[src/rtl/allocate_operand_fetch.sv]
// Operand-fetch stage: reads both register-file ports, bypasses same-cycle
// writeback data and holds one instruction in the issue register for dispatch.
module allocate_operand_fetch #(
    parameter int PAYLOAD_W = 32
) (
    input  logic                 iCLOCK,
    input  logic                 inRESET,
    input  logic                 iFLUSH,
    input  logic                 iPREV_VALID,
    output logic                 oPREV_LOCK,
    input  logic                 iPREV_SRC0_USE,
    input  logic                 iPREV_SRC1_USE,
    input  logic [4:0]           iPREV_SRC0,
    input  logic [4:0]           iPREV_SRC1,
    input  logic                 iPREV_DEST_WR,
    input  logic [4:0]           iPREV_DEST,
    input  logic [PAYLOAD_W-1:0] iPREV_PAYLOAD,
    output logic [4:0]           oRF_RD0_ADDR,
    output logic [4:0]           oRF_RD1_ADDR,
    input  logic [31:0]          iRF_RD0_DATA,
    input  logic [31:0]          iRF_RD1_DATA,
    input  logic                 iWB_VALID,
    input  logic [4:0]           iWB_ADDR,
    input  logic [31:0]          iWB_DATA,
    output logic                 oNEXT_VALID,
    input  logic                 iNEXT_LOCK,
    output logic [31:0]          oNEXT_SRC0_DATA,
    output logic [31:0]          oNEXT_SRC1_DATA,
    output logic                 oNEXT_DEST_WR,
    output logic [4:0]           oNEXT_DEST,
    output logic [PAYLOAD_W-1:0] oNEXT_PAYLOAD,
    output logic [31:0]          oSTALL_COUNT
);

    typedef enum logic [0:0] {
        ST_EMPTY = 1'b0,
        ST_FULL  = 1'b1
    } issue_state_t;

    issue_state_t         state_r;
    logic [31:0]          sb_r;
    logic [31:0]          src0_data_r;
    logic [31:0]          src1_data_r;
    logic                 dest_wr_r;
    logic [4:0]           dest_r;
    logic [PAYLOAD_W-1:0] payload_r;
    logic [31:0]          stall_cnt_r;

    logic                 srst_s;
    logic                 wbhit_src0_s;
    logic                 wbhit_src1_s;
    logic                 wbhit_dest_s;
    logic                 pend_src0_s;
    logic                 pend_src1_s;
    logic                 pend_dest_s;
    logic                 raw_s;
    logic                 waw_s;
    logic                 hold_s;
    logic                 lock_s;
    logic                 accept_s;
    logic                 stall_inc_s;
    logic [31:0]          src0_sel_s;
    logic [31:0]          src1_sel_s;
    logic [31:0]          sb_clr_mask_s;
    logic [31:0]          sb_set_mask_s;
    logic [31:0]          sb_next_s;

    // Flush acts as the synchronous soft reset of the issue slot and scoreboard.
    assign srst_s = iFLUSH;

    assign oRF_RD0_ADDR = iPREV_SRC0;
    assign oRF_RD1_ADDR = iPREV_SRC1;

    // Hazard detection; a register being written back this cycle is no longer pending.
    always_comb begin
        wbhit_src0_s = iWB_VALID && (iWB_ADDR == iPREV_SRC0);
        wbhit_src1_s = iWB_VALID && (iWB_ADDR == iPREV_SRC1);
        wbhit_dest_s = iWB_VALID && (iWB_ADDR == iPREV_DEST);
        pend_src0_s  = sb_r[iPREV_SRC0] && !wbhit_src0_s;
        pend_src1_s  = sb_r[iPREV_SRC1] && !wbhit_src1_s;
        pend_dest_s  = sb_r[iPREV_DEST] && !wbhit_dest_s;
        raw_s        = (iPREV_SRC0_USE && pend_src0_s) || (iPREV_SRC1_USE && pend_src1_s);
        waw_s        = iPREV_DEST_WR && pend_dest_s;
        hold_s       = (state_r == ST_FULL) && iNEXT_LOCK;
        lock_s       = raw_s || waw_s || hold_s;
        accept_s     = iPREV_VALID && !lock_s && !srst_s;
        stall_inc_s  = iPREV_VALID && (raw_s || waw_s) && !hold_s;
    end

    assign oPREV_LOCK = lock_s;

    // Operand select: the register file only updates at the edge, so bypass wins.
    always_comb begin
        if (wbhit_src0_s) begin
            src0_sel_s = iWB_DATA;
        end else begin
            src0_sel_s = iRF_RD0_DATA;
        end
        if (wbhit_src1_s) begin
            src1_sel_s = iWB_DATA;
        end else begin
            src1_sel_s = iRF_RD1_DATA;
        end
    end

    // Scoreboard next state; a new destination set beats a same-cycle clear.
    always_comb begin
        if (iWB_VALID) begin
            sb_clr_mask_s = 32'h0000_0001 << iWB_ADDR;
        end else begin
            sb_clr_mask_s = 32'h0000_0000;
        end
        if (accept_s && iPREV_DEST_WR) begin
            sb_set_mask_s = 32'h0000_0001 << iPREV_DEST;
        end else begin
            sb_set_mask_s = 32'h0000_0000;
        end
        if (srst_s) begin
            sb_next_s = 32'h0000_0000;
        end else begin
            sb_next_s = (sb_r & ~sb_clr_mask_s) | sb_set_mask_s;
        end
    end

    // Scoreboard register.
    always_ff @(posedge iCLOCK or negedge inRESET) begin
        if (!inRESET) begin
            sb_r <= 32'h0000_0000;
        end else begin
            sb_r <= sb_next_s;
        end
    end

    // Issue slot occupancy: EMPTY/FULL with flush forcing EMPTY.
    always_ff @(posedge iCLOCK or negedge inRESET) begin
        if (!inRESET) begin
            state_r <= ST_EMPTY;
        end else begin
            case (state_r)
                ST_EMPTY: begin
                    if (accept_s) begin
                        state_r <= ST_FULL;
                    end else begin
                        state_r <= ST_EMPTY;
                    end
                end
                ST_FULL: begin
                    if (srst_s) begin
                        state_r <= ST_EMPTY;
                    end else if (accept_s || hold_s) begin
                        state_r <= ST_FULL;
                    end else begin
                        state_r <= ST_EMPTY;
                    end
                end
                default: begin
                    state_r <= ST_EMPTY;
                end
            endcase
        end
    end

    // Issue data fields load only on accept and otherwise keep their value.
    always_ff @(posedge iCLOCK or negedge inRESET) begin
        if (!inRESET) begin
            src0_data_r <= 32'h0000_0000;
            src1_data_r <= 32'h0000_0000;
            dest_wr_r   <= 1'b0;
            dest_r      <= 5'd0;
            payload_r   <= {PAYLOAD_W{1'b0}};
        end else if (accept_s) begin
            src0_data_r <= src0_sel_s;
            src1_data_r <= src1_sel_s;
            dest_wr_r   <= iPREV_DEST_WR;
            dest_r      <= iPREV_DEST;
            payload_r   <= iPREV_PAYLOAD;
        end else begin
            src0_data_r <= src0_data_r;
            src1_data_r <= src1_data_r;
            dest_wr_r   <= dest_wr_r;
            dest_r      <= dest_r;
            payload_r   <= payload_r;
        end
    end

    // Saturating hazard-stall counter; survives flush, cleared only by reset.
    always_ff @(posedge iCLOCK or negedge inRESET) begin
        if (!inRESET) begin
            stall_cnt_r <= 32'h0000_0000;
        end else if (stall_inc_s && (stall_cnt_r != 32'hFFFF_FFFF)) begin
            stall_cnt_r <= stall_cnt_r + 32'h0000_0001;
        end else begin
            stall_cnt_r <= stall_cnt_r;
        end
    end

    assign oNEXT_VALID     = (state_r == ST_FULL);
    assign oNEXT_SRC0_DATA = src0_data_r;
    assign oNEXT_SRC1_DATA = src1_data_r;
    assign oNEXT_DEST_WR   = dest_wr_r;
    assign oNEXT_DEST      = dest_r;
    assign oNEXT_PAYLOAD   = payload_r;
    assign oSTALL_COUNT    = stall_cnt_r;

endmodule

[config.mk]
export PLATFORM = sky130hd
export DESIGN_NAME = allocate_operand_fetch
export DESIGN_NICKNAME = d
export VERILOG_FILES = /design/src/rtl/allocate_operand_fetch.sv
export SDC_FILE = /design/constraint.sdc
export NUM_CORES = 1
export LEC_CHECK = 0
export CAP_MARGIN = 30
export CORE_ASPECT_RATIO = 0.5
export CORE_MARGIN = 3
export CORE_UTILIZATION = 46
export DETAILED_ROUTE_END_ITERATION = 8
export PLACE_DENSITY_LB_ADDON = 0.1
export SLEW_MARGIN = 10
export SYNTH_ARGS = -nofsm -noshare
export SYNTH_HDL_FRONTEND = slang
export SYNTH_SLANG_ARGS = --single-unit
[constraint.sdc]
create_clock -name iCLOCK -period 3.8 [get_ports iCLOCK]
set_input_delay 0.57 -clock iCLOCK [delete_from_list [all_inputs] [get_ports iCLOCK]]
set_output_delay 0.57 -clock iCLOCK [all_outputs]
set_load 0.05 [all_outputs]
==> flow_summary.json, run 1 <==
{
  "status": "completed",
  "io-pin-count": 303,
  "endpoint_kind": "output port",
  "via_per_inst": 5.51,
  "synthTopCellsByArea": "dfrtp_1 (49%), mux2i_1 (9.7%), mux2_2 (5.5%), o21ai_0 (4.8%), nand2_1 (4.6%)",
  "clock_latency_ps": 420,
  "nFillCells": 1363,
  "die_area_um2": 20400,
  "stdcell_area_um2": 12600,
  "drv_slew": 0,
  "rsz0062_at_grt": "false",
  "setup_slack_ps": 132,
  "synth-seq-cells": 167,
  "diodes": 0,
  "holdPathStages": 2,
  "first_pass_iters": 5,
  "dpl_cell_area_um2": 12000,
  "critPathRequiredTime_ps": 3230,
  "setup_viol": 0,
  "wl_per_cell_um": 20.7,
  "cp-endpoint": "oPREV_LOCK",
  "timing.rr.start": "sb_r[8]$_DFF_PN0_",
  "initial_core_util_pct": 48.1,
  "cts_buffer_depth": 2,
  "drv_cap": 0,
  "drive_above_1_share_pct": 12.8,
  "fin_crit_sh_pct": 96.5,
  "hpwl_um": 20700,
  "htree_levels": 4,
  "ys_warn_count": 0,
  "min_period_ps": 3670,
  "tritoncts": "yes",
  "routed_wl_um": 27800,
  "r2r_slack_ps": 620,
  "synth_top_area_share_pct": 48.7,
  "hold_slack_ps": 481,
  "io_buffers": 302,
  "crit_type": "in2out",
  "chipWidth_um": 199,
  "gp_congestion": 1.01,
  "slew_headroom_pct": 39.1,
  "post-route-util_pct": 70.9,
  "synth_cell_types": 45,
  "cts_setup_buffers": 0,
  "path_cells": "clkdlybuf4s50_1 -> mux4_1 -> mux2_2 -> nand3_1 -> a41oi_1 -> nor3_2 -> nand2_1 -> buf_12",
  "clk_pin_slew_ps": 60,
  "slowest_delay_ps": 630,
  "synth_area_per_cell_um2": 10.7,
  "p_per_area_nw_per_um2": 524,
  "cp_max_fo": 5,
  "cts_num_sinks": 167,
  "coreArea_um2": 17800,
  "drc": 0,
  "layout_common_cells": "clkdlybuf4s50_1 (300), dfrtp_1 (167), nand2_1 (105)",
  "cp_slowest_cell": "clkdlybuf4s50_1",
  "path_depth": 8,
  "grt_overflow": 0,
  "seq_area_frac_synth_pct": 48.7,
  "antenna_found_initial": 0,
  "grt_pass1_wl_um": 41600,
  "grt_pass1_vias": 7263,
  "nNetsFinal": 1257,
  "path_delay_family": "multiplexers",
  "clock_skew_ps": 10.6,
  "post_synth_instance_area_um2": 8570,
  "hold_viol_final": 0,
  "fmax_mhz": 273,
  "reg2reg_to": "oSTALL_COUNT[1]$_DFFE_PN0P_",
  "ir_drop_mv": 0.582,
  "dp_slack_ps": -198,
  "synth_top_area_cell": "dfrtp_1",
  "regArea_um2": 4180,
  "grt_use_total_pct": 26.7,
  "ant_nets": 0,
  "final_common_cell": "clkdlybuf4s50_1",
  "drtIter0Drc": 586,
  "syn_inst": 801,
  "synth.net_count": 959,
  "p_leak_nw": 5.26,
  "root_buffer": "clkbuf_16",
  "num_rows": 34,
  "hold_class": "reg2reg",
  "worstPathBufferInverterCount": 2,
  "arrival_ps": 3100,
  "reg2reg_depth": 7,
  "route.vias.total": 7406,
  "syn_to_final_growth_pct": 47.4,
  "critPathLaunchType": "input pin",
  "multi_input_comb_area_um2": 4010,
  "cts_buffers": 17,
  "worst_pin_slew_ps": 914,
  "critPathLaunch": "iPREV_DEST[0]",
  "fp.dieH_um": 103,
  "grt_max_degree": 99
}
[report_power, final]
| part | switching (mW) | total [mW] | internal, mW |
|---|---|---|---|
| combinational | 1.62 | 2.51 | 0.894 |
| clock | 0.736 | 1.86 | 1.13 |
| sequential | 0.178 | 2.25 | 2.07 |
[worst min path at each step]
stage | from | end
finish | oNEXT_SRC1_DATA[11]$_DFFE_PN0P_ | oNEXT_SRC1_DATA[11]$_DFFE_PN0P_
global route | oNEXT_SRC1_DATA[22]$_DFFE_PN0P_ | oNEXT_SRC1_DATA[22]$_DFFE_PN0P_
CTS | inRESET | oNEXT_PAYLOAD[18]$_DFFE_PN0P_
detailed placement | oNEXT_SRC1_DATA[3]$_DFFE_PN0P_ | oNEXT_SRC1_DATA[3]$_DFFE_PN0P_
global placement | oNEXT_SRC0_DATA[20]$_DFFE_PN0P_ | oNEXT_SRC0_DATA[20]$_DFFE_PN0P_
floorplan | inRESET | oNEXT_DEST[0]$_DFFE_PN0P_
[synth_stat cells]
cell / n
or3_1: 4
buf_2: 13
o31ai_1: 1
a21oi_1: 1
mux2i_1: 83
and3_1: 7
a41oi_1: 1
or4b_1: 1
inv_1: 11
nor2_1: 14
xor2_1: 33
o21ai_0: 82
nor3b_1: 4
buf_1: 2
nand2_1: 105
nor4_1: 14
nand4_1: 9
o311ai_0: 4
or4_1: 1
nor3_1: 16
clkbuf_1: 33
buf_4: 14
a31oi_1: 1
a311oi_1: 2
and2_1: 4
buf_6: 6
mux4_2: 15
or2_2: 2
xnor2_1: 13
nand3_1: 38
dfrtp_1: 167
o21ai_1: 17
nor2b_1: 10
nand4b_1: 3
ha_1: 1
o21ai_2: 1
a221o_1: 2
mux4_1: 2
o211ai_1: 12
nand2b_1: 3
a211oi_1: 1
o311a_1: 1
a22oi_1: 3
mux2_2: 42
and4_1: 2
[repair_timing]
| item | 4_1_cts | 5_1_grt |
|---|---|---|
| hold buffers | 0 | 1 |
| resized for setup | 0 | 1 |
| setup endpoints to repair | 0 | 1 |
| hold endpoints to repair | 0 | 12 |
[worst min-delay path: stages, from the launching register on]
cell	delay, ps
dfrtp_1	340
nand2_1	40
o21ai_0	60
[stage by stage]
| stage | total power, mW | instances | TNS (ps) |
|---|---|---|---|
| 6_report | 6.62 | 1345 | 0 |
| 5_1_grt | 6.87 | 1345 | 0 |
| 4_1_cts | 6.66 | 1343 | 0 |
| 3_5_place_dp | 4.78 | 1312 | -1330 |
| 3_3_place_gp | 4.74 | 1312 | -601 |
| 2_1_floorplan | 3.76 | 801 | 0 |
[flip-flops by register name, summed over array words and instances, names as in the netlist]
name / cells
oNEXT_DEST: 5
oNEXT_DEST_WR: 1
oNEXT_PAYLOAD: 32
oNEXT_SRC0_DATA: 32
oNEXT_SRC1_DATA: 32
oNEXT_VALID: 1
oSTALL_COUNT: 32
sb_r: 32
[final cells by class]
class / instances / share of cell area, %
clock buffers: 18 / 3.47
clock inverters: 13 / 1.54
inverters: 11 / 0.327
well taps: 234 / 2.32
flip-flops and latches: 167 / 33.1
multi-input cells: 555 / 31.7
repair buffers: 347 / 27.6
[metal layers]
metal | global-route usage, % | wire (µm)
met1 | 34.8 | 11300
met2 | 46.4 | 14100
met3 | 6.30 | 2050
met4 | 5.34 | 323
met5 | 0 | 0
[kinds of logic (layout without fill, tap and decap cells)]
group                    Yosys count  after routing  synth area share (%)
AND/OR/NAND/NOR                  237            237                  13.3
adder cells (fa/ha/maj)            1              1                 0.146
multiplexers                     142            142                  19.8
buffers and inverters             79            389                  4.79
flip-flops                       167            167                  48.7
XOR/XNOR                          46             46                  4.70
AO/OA/AOI/OAI                    129            129                  8.57
No activity file was read; power rests on OpenSTA's default activity.
==> run 2, diff against run 1 <==
--- a/config.mk
+++ b/config.mk
@@ -6,9 +6,11 @@
 export NUM_CORES = 1
 export LEC_CHECK = 0
 export CAP_MARGIN = 30
+export CELL_PAD_IN_SITES_DETAIL_PLACEMENT = 2
+export CELL_PAD_IN_SITES_GLOBAL_PLACEMENT = 2
 export CORE_ASPECT_RATIO = 0.5
 export CORE_MARGIN = 3
-export CORE_UTILIZATION = 46
+export CORE_UTILIZATION = 28
 export DETAILED_ROUTE_END_ITERATION = 8
 export PLACE_DENSITY_LB_ADDON = 0.1
 export SLEW_MARGIN = 10
==> run 2 against run 1 <==
Against the previous run:
- global-route usage decreased by 6.2 points
- wire length increased by 22%
- cell count increased by 12%
- sequential share of layout area decreased by 0.68 points
- highest routed layer unchanged
==> flow_summary.json, run 2 (synthesis results as in run 1) <==
{
  "drv_slew": 0,
  "antenna_found_initial": 2,
  "drtIter0Drc": 359,
  "ir_drop_mv": 0.338,
  "grt_use_total_pct": 20.5,
  "num_rows": 44,
  "clock_skew_ps": 10.4,
  "drv_cap": 0,
  "met3_usage_pct": 3.70,
  "fp.dieH_um": 130,
  "grt_pass1_wl_um": 50700,
  "stdcell_area_um2": 12900,
  "hold_class": "in2async",
  "syn_to_final_growth_pct": 50.5,
  "grt_pass1_vias": 8194,
  "min_period_ps": 3720,
  "cts_hold_buffers": 0,
  "final_common_cell": "clkdlybuf4s50_1",
  "routed_wl_um": 33800,
  "route.vias.total": 7403,
  "tritoncts": "yes",
  "fin_crit_sh_pct": 97.8,
  "post-route-util_pct": 43.6,
  "p_comb_share_pct": 38.0,
  "p_per_area_nw_per_um2": 521,
  "drive_above_1_share_pct": 13.5,
  "crit_type": "in2out",
  "critPathLaunchType": "input pin",
  "first_pass_iters": 4,
  "clk_pin_slew_ps": 70,
  "drc": 0,
  "io_buffers": 302,
  "fin_tns_setup_ps": 0,
  "hold_slack_ps": 193,
  "placed_cells_incl_taps": 1470,
  "layout_common_cells": "clkdlybuf4s50_1 (298), dfrtp_1 (167), nand2_1 (104)",
  "worst_pin_slew_ps": 818,
  "io-pin-count": 303,
  "pwr-share-seq_pct": 33.6,
  "cp_max_fo": 5,
  "status": "completed",
  "initial_core_util_pct": 29.0,
  "chipWidth_um": 253,
  "cts_num_sinks": 167,
  "grt_util_met2_pct": 36.9,
  "switching_power_mw": 2.60,
  "p_leak_nw": 5.28,
  "clock_latency_ps": 450,
  "grt_overflow": 0,
  "slew_headroom_pct": 45.4,
  "busiest_layer": "met2",
  "hold_viol_final": 0,
  "cts_buffers": 17,
  "setup_slack_ps": 83.4,
  "die_area_um2": 32900,
  "grt_use_met1_pct": 24.9,
  "rsz0062_at_grt": "false",
  "via_per_inst": 4.91,
  "grt_max_degree": 85,
  "fmax_mhz": 269,
  "hpwl_um": 25800,
  "internal_power_mw": 4.12,
  "dpl_cell_area_um2": 12200,
  "wl_per_cell_um": 22.4,
  "htree_levels": 4,
  "stdcell_count": 1507,
  "gp_congestion": 0.847,
  "critPathRequiredTime_ps": 3230,
  "cts_buffer_depth": 2,
  "coreArea_um2": 29600,
  "dp_slack_ps": -221,
  "nNetsFinal": 1259,
  "p_sw_share_pct": 38.7,
  "ant_nets": 0,
  "arrival_ps": 3150,
  "root_buffer": "clkbuf_16",
  "power_frac_clock_pct": 28.4,
  "setup_viol": 0,
  "p_total_mw": 6.72,
  "endpoint_kind": "output port"
}
==> run 2: changes by cell type in the layout (fill, tap and decap cells not counted), moves of 2 or more <==
cell / delta
buf_6: +2
clkbuf_8: +2
clkdlybuf4s50_1: -2
diode_2: +2
dlygate4sd2_1: +2
inv_6: -2
nor4_1: -2
nor4_2: +2
==> run 2: final cells by class <==
cell class / instances / area (µm²)
Inverter: 11 / 41.3
Fill cell: 3050 / 16700
Clock buffer: 21 / 470
Tap cell: 391 / 489
Sequential cell: 167 / 4180
Multi-Input combinational cell: 555 / 4050
Clock inverter: 11 / 171
Timing Repair Buffer: 349 / 3500
Antenna cell: 2 / 5.00
==> run 2: repair_timing <==
item                                    4_1_cts  5_1_grt
resized for setup                             8        4
buffers inserted                              2        1
cloned                                        0        0
endpoints found under the setup margin        1        1
pin swaps                                     3        2
==> run 2: routing by layer <==
layer / up-vias / share of wire, %
li1: 3439 / -
met4: 0 / 2.5
met1: 3772 / 42
met3: 44 / 3.8
met5: - / 0
met2: 148 / 52
==> run 2: final timing paths <==
check / depth (start not counted) / end / start / slack [ps]
setup / recovery: 11 / oPREV_LOCK / iPREV_SRC1[0] / 80
hold / removal: 1 / oNEXT_PAYLOAD[20]$_DFFE_PN0P_ / inRESET / 190
setup reg to reg: 9 / sb_r[15]$_DFF_PN0_ / sb_r[16]$_DFF_PN0_ / 560
hold reg to reg: 2 / oNEXT_SRC1_DATA[5]$_DFFE_PN0P_ / oNEXT_SRC1_DATA[5]$_DFFE_PN0P_ / 480
max in group asynchronous: 2 / oNEXT_PAYLOAD[2]$_DFFE_PN0P_ / inRESET / 2690
min in group iCLOCK: 2 / oNEXT_SRC1_DATA[5]$_DFFE_PN0P_ / oNEXT_SRC1_DATA[5]$_DFFE_PN0P_ / 480
==> run 2: critical path, stage by stage <==
cell	delay (ps)
clkdlybuf4s50_1	480
buf_6	140
buf_6	120
mux4_2	540
a221o_1	380
nor4_2	330
buf_4	170
buf_4	120
nor3_4	40
nand2_2	110
buf_12	150
==> run 2: power by group through the flow <==
stage	logic (mW)	registers [mW]	clock network (mW)
after detailed placement	2.57	2.29	0
after global placement	2.52	2.27	0
final	2.55	2.26	1.91
after CTS	2.58	2.27	1.97
after global routing	2.68	2.30	2.05
after floorplan	0.457	3.30	0
